==> src/rtl/alu_pkg.sv <==
// Shared ALU definitions: operation select encodings and arbiter FSM states.
package alu_pkg;

  localparam logic [1:0] ALU_ADD = 2'b00;
  localparam logic [1:0] ALU_SUB = 2'b01;
  localparam logic [1:0] ALU_AND = 2'b10;
  localparam logic [1:0] ALU_OR  = 2'b11;

  typedef enum logic [1:0] {
    ST_IDLE = 2'd0,
    ST_EXEC = 2'd1,
    ST_RESP = 2'd2
  } state_t;

endpackage

==> src/rtl/rr_arbiter.sv <==
// Combinational round-robin picker: returns the first set request after ptr,
// wrapping modulo NREQ, so the last winner always ends up lowest priority.
module rr_arbiter #(
  parameter int NREQ = 4,
  parameter int IDW  = 2
) (
  input  logic [NREQ-1:0] req,
  input  logic [IDW-1:0]  ptr,
  output logic [IDW-1:0]  grant,
  output logic            any_req
);

  // Walk the candidates ptr+1 .. ptr+NREQ and keep the first one that is requesting.
  always_comb begin
    logic [IDW:0]   sum;
    logic [IDW-1:0] cand;
    logic           found;
    grant = '0;
    found = 1'b0;
    sum   = '0;
    cand  = '0;
    for (int k = 1; k <= NREQ; k++) begin
      sum = {1'b0, ptr} + (IDW+1)'(k);
      if (sum >= (IDW+1)'(NREQ))
        sum = sum - (IDW+1)'(NREQ);
      cand = sum[IDW-1:0];
      if (!found && req[cand]) begin
        grant = cand;
        found = 1'b1;
      end
    end
    any_req = found;
  end

endmodule

==> src/rtl/alu_arbiter.sv <==
// Time-shares one external combinational ALU between NREQ requesters.
// Each operation is a fixed IDLE -> EXEC -> RESP walk: operands are
// registered on the grant, the ALU settles for one cycle, and the result
// is held on a single tagged response channel until the consumer takes it.
module alu_arbiter
  import alu_pkg::*;
#(
  parameter int WIDTH = 32,
  parameter int NREQ  = 4,
  parameter int IDW   = 2
) (
  input  logic               clk,
  input  logic               rst,
  input  logic [NREQ-1:0]    req_valid,
  output logic [NREQ-1:0]    req_ready,
  input  logic [NREQ*WIDTH-1:0] req_a,
  input  logic [NREQ*WIDTH-1:0] req_b,
  input  logic [NREQ*2-1:0]  req_sel,
  output logic               rsp_valid,
  input  logic               rsp_ready,
  output logic [WIDTH-1:0]   rsp_data,
  output logic [IDW-1:0]     rsp_id,
  output logic               busy,
  output logic [WIDTH-1:0]   alu_a,
  output logic [WIDTH-1:0]   alu_b,
  output logic [1:0]         alu_sel,
  input  logic [WIDTH-1:0]   alu_out
);

  state_t         state;
  state_t         state_next;
  logic [IDW-1:0] ptr;
  logic [IDW-1:0] id;
  logic [IDW-1:0] grant;
  logic           any_req;
  logic           grant_fire;
  logic [WIDTH-1:0] pick_a;
  logic [WIDTH-1:0] pick_b;
  logic [1:0]       pick_sel;

  rr_arbiter #(
    .NREQ (NREQ),
    .IDW  (IDW)
  ) u_rr (
    .req     (req_valid),
    .ptr     (ptr),
    .grant   (grant),
    .any_req (any_req)
  );

  // A grant only happens from IDLE and never while reset is being applied.
  assign grant_fire = (state == ST_IDLE) && any_req && !rst;

  // State register.
  always_ff @(posedge clk) begin
    if (rst)
      state <= ST_IDLE;
    else
      state <= state_next;
  end

  // Next-state: EXEC is always exactly one cycle, RESP waits for the consumer.
  always_comb begin
    state_next = state;
    case (state)
      ST_IDLE: if (any_req)   state_next = ST_EXEC;
      ST_EXEC:                state_next = ST_RESP;
      ST_RESP: if (rsp_ready) state_next = ST_IDLE;
      default:                state_next = ST_IDLE;
    endcase
  end

  // Outputs: one-hot accept strobe for the winner during the grant cycle only.
  always_comb begin
    req_ready = '0;
    for (int i = 0; i < NREQ; i++)
      req_ready[i] = grant_fire && (grant == IDW'(i));
    busy = (state != ST_IDLE);
  end

  // Select the winning requester's operands out of the packed input buses.
  always_comb begin
    pick_a   = '0;
    pick_b   = '0;
    pick_sel = ALU_ADD;
    for (int i = 0; i < NREQ; i++) begin
      if (grant == IDW'(i)) begin
        pick_a   = req_a[i*WIDTH +: WIDTH];
        pick_b   = req_b[i*WIDTH +: WIDTH];
        pick_sel = req_sel[i*2 +: 2];
      end
    end
  end

  // Operand registers and fairness pointer; they only move on a grant.
  always_ff @(posedge clk) begin
    if (rst) begin
      ptr     <= IDW'(NREQ-1);
      id      <= '0;
      alu_a   <= '0;
      alu_b   <= '0;
      alu_sel <= ALU_ADD;
    end else if (grant_fire) begin
      ptr     <= grant;
      id      <= grant;
      alu_a   <= pick_a;
      alu_b   <= pick_b;
      alu_sel <= pick_sel;
    end
  end

  // Result register: capture the ALU after its settle cycle, drop valid on handshake.
  always_ff @(posedge clk) begin
    if (rst) begin
      rsp_valid <= 1'b0;
      rsp_data  <= '0;
      rsp_id    <= '0;
    end else begin
      if (state == ST_EXEC) begin
        rsp_data  <= alu_out;
        rsp_id    <= id;
        rsp_valid <= 1'b1;
      end else if (state == ST_RESP && rsp_ready) begin
        rsp_valid <= 1'b0;
      end
    end
  end

endmodule

==> config.mk <==
export PLATFORM = sky130hd
export DESIGN_NAME = alu_arbiter
export DESIGN_NICKNAME = d
export VERILOG_FILES = /design/src/rtl/alu_pkg.sv /design/src/rtl/rr_arbiter.sv /design/src/rtl/alu_arbiter.sv
export SDC_FILE = /design/constraint.sdc
export NUM_CORES = 1
export LEC_CHECK = 0
export CORE_AREA = 2 2 158 160
export DETAILED_ROUTE_END_ITERATION = 8
export DIE_AREA = 0 0 160 162
export SKIP_LAST_GASP = 1
export SYNTH_ARGS = -nofsm -noshare
export SYNTH_HDL_FRONTEND = slang
export SYNTH_SLANG_ARGS = --single-unit
==> constraint.sdc <==
create_clock -name clk -period 2.05 [get_ports clk]
set_clock_uncertainty 0.15 [all_clocks]
set_input_delay 0.41 -clock clk [delete_from_list [all_inputs] [get_ports clk]]
set_output_delay 0.41 -clock clk [all_outputs]
set_load 0.005 [all_outputs]
==> results by group <==
Yosys
  – Unique cell type count in the Yosys netlist: 35
  – Primary FF master, synth: dfxtp_1
  – Post-synth EDFFs: 0
  – Register bit count reported by yosys: roughly 110
  – Cell count after synthesis: 682
  – Syn. warnings: 0
  – Synth area leader: dfxtp_1
  – Mean Syn Cell Area: 8.33 um2
  – Syn_nets: 985
  – Post-Syn Area: around 0.0057 mm2
  – Synth top area cells: dfxtp_1 (38%), mux2i_1 (14%), nand2_1 (8.2%)
  – Proportion of netlist area held by the largest area contributor: 0.377
  – Sequential fraction of the synthesis area: 0.377
  – Post-synth ARST share: 0

Route
  – Via-to-Cell Ratio: between 4 and 5
  – WL final: 25300 um
  – Wire per inst: 17.9 um
  – ANT nets after route: 0
  – Number of DRC markers in iteration 0: 283
  – First drt pass iteration count: 7
  – Vias: 6719
  – Residual DRC: 0

Place
  – DP Area: 0.0104 mm2
  – Placed insts: approximately 1400
  – DP Wirelength: 18500 um
  – Gp weighted congestion: 0.786
  – Number of I/O port buffers: approximately 400

Floorplan
  – Height of the die: between 150 and 200 um
  – Core Area: 0.0241 mm2
  – Die extent in x: 160 um
  – Initial cell density of the core: 0.236
  – Die Area: 0.0259 mm2
  – IO Count: 409
  – # rows: 57

Timing
  – Period utilisation layout: 1.08
  – Maximum clock rate: 452 MHz
  – Final hold slack: 0.294 ns
  – Actual slew at the worst max-slew pin: 0.688 ns
  – RSZ-0062 raised after global routing: yes
  – Pins Over Slew Limit: 0
  – Slew HR: 0.541
  – Final hold vios: 0
  – Post-layout min period: 2.21 ns
  – Final setup fails: 55
  – Setup ws final: -0.162 ns

Run
  – Max-cap viol count: 0

Cells and area
  – Most frequent cells in the layout: clkdlybuf4s50_1 (398), nand2_1 (123), dfxtp_1 (104)
  – Layout cells sized above 1: 0.0846
  – Most common cell after layout, fill and taps aside: clkdlybuf4s50_1
  – Post-route insts no fill: 1413
  – Final net count: 1386
  – Area growth from synthesis to layout: 89.0%
  – Core Util, Final: 0.446
  – Design Area, Final: around 0.011 mm2
  – FILL cells: 2463

Global routing
  – Gr usage total: 0.190
  – Vias in the first global route: 7014
  – Largest net degree at the start of global routing: 56
  – Initial antenna violation count: 1
  – First-pass GRT wire length: between 30000 and 40000 um
  – Grt total ovfl: 0

Pwr
  – VDD IR-drop max: 314 uV
  – Sequential power share: 0.349
  – Leak: 4.01 nW
  – Int Pwr: 5.09 mW
  – Comb pwr share: 0.390
  – Total power: 7.31 mW
  – Pwr dens: 680 mW/mm2
  – Switching portion of total power: 0.303
  – Clock network power share: 0.260
  – Switching pwr: between 2 and 2.5 mW

Setup path
  – Setup crit start kind: flop
  – Crit. End Element: primary output
  – Worst Path Required: roughly 1.5 ns
  – Worst setup path category: reg -> out
  – CP arrival: roughly 1.7 ns
  – Worst-path fanout max: 2

Worst hold path
  – HP Class: reg -> reg

Clock network
  – CTS Sinks: between 100 and 150
  – Clock buffer depth: 2
  – CTS Buf Count: 9
  – Cts hold-fix bufs: 0
  – Clock-pin slew on the worst setup and hold paths: 0.08 ns
  – CTS tree: built
  – H-Tree Depth: 3
  – Clock network latency to the later pin of the worst-skew pair: 0.35 ns
  – Clk root buf: clkbuf_16

Status
  – Status: finished with violations
  – Failing checks: negative setup slack
critical path, cell delays in order, from the launching register on:
cell	delay [ns]
dfxtp_2	0.32
or2_4	0.25
a211oi_4	0.17
buf_4	0.15
o31ai_4	0.08
buf_6	0.14
nor2_2	0.09
buf_2	0.11
state kept, by name (all words and copies together) (netlist names):
register,count
alu_b,32
alu_sel,2
id,2
rsp_data,32
rsp_id,2
rsp_valid,1
alu_a,32
state,2
ptr,2
cell families after synthesis:
family,share of synthesized area
multiplexers,0.144
flip-flops,0.377
AO/OA/AOI/OAI,0.260
buffers and inverters,0.0493
AND/OR/NAND/NOR,0.169
timing repair:
item	in CTS	in global routing
setup buffers	4	1
setup endpoints to repair	72	71
gates resized for setup	32	13
pin swaps	7	4
cells in the mapped netlist, types with 2 or more instances:
| master | instances |
|---|---|
| clkbuf_1 | 42 |
| nor2_2 | 3 |
| nand2_1 | 124 |
| buf_4 | 8 |
| o21ai_0 | 52 |
| nor2_1 | 9 |
| buf_2 | 11 |
| a211oi_1 | 2 |
| a21o_1 | 52 |
| mux2i_1 | 82 |
| nand3_1 | 51 |
| o221ai_1 | 15 |
| nand3b_1 | 17 |
| o21bai_1 | 2 |
| o211ai_1 | 51 |
| dfxtp_1 | 107 |
| a21oi_1 | 36 |
final cells by class:
cell class | instances | area (um2) | share of cell area
multi-input cells | 512 | 3350 | 0.312
well taps | 324 | 405 | 0.0377
diodes | 1 | 2.50 | 0.000233
clock inverters | 5 | 67.6 | 0.00629
clock buffers | 11 | 253 | 0.0235
flip-flops and latches | 107 | 2150 | 0.200
inverters | 1 | 3.75 | 0.000349
repair buffers | 452 | 4510 | 0.420
metal layers:
metal  share of wire  GRT usage
met3           0.087     0.0595
met1            0.40      0.214
met2            0.49      0.342
met4           0.021     0.0643
met5               0          0
power groups by stage:
stage / Sequential, mW / Combinational [mW] / Clock [mW]
global placement: 2.59 / 2.85 / 0
CTS: 2.56 / 2.89 / 1.98
finish: 2.55 / 2.85 / 1.90
floorplan: 2.61 / 1.14 / 0
global route: 2.59 / 3.08 / 2.06
detailed placement: 2.60 / 2.85 / 0
final timing paths:
kind,start,end,slack [ns],cells after the start
min,id[1]$_SDFFE_PP0P_,id[1]$_SDFFE_PP0P_,0.29,2
max reg2reg,ptr[1]$_SDFFE_PP1P_,alu_b[12]$_SDFFE_PP0P_,-0.12,7
max,state[0]$_SDFFE_PP0P_,req_ready[0],-0.16,7
min reg2reg,id[1]$_SDFFE_PP0P_,id[1]$_SDFFE_PP0P_,0.29,2
metrics by stage:
step	setup TNS, ns	setup slack, ns
finish	-4.20	-0.162
global route	-9.84	-0.244
CTS	-4.99	-0.213
detailed placement	-50.32	-0.747
global placement	-50.46	-0.741
floorplan	0	0.00691
No activity file was read; power rests on OpenSTA's default activity.
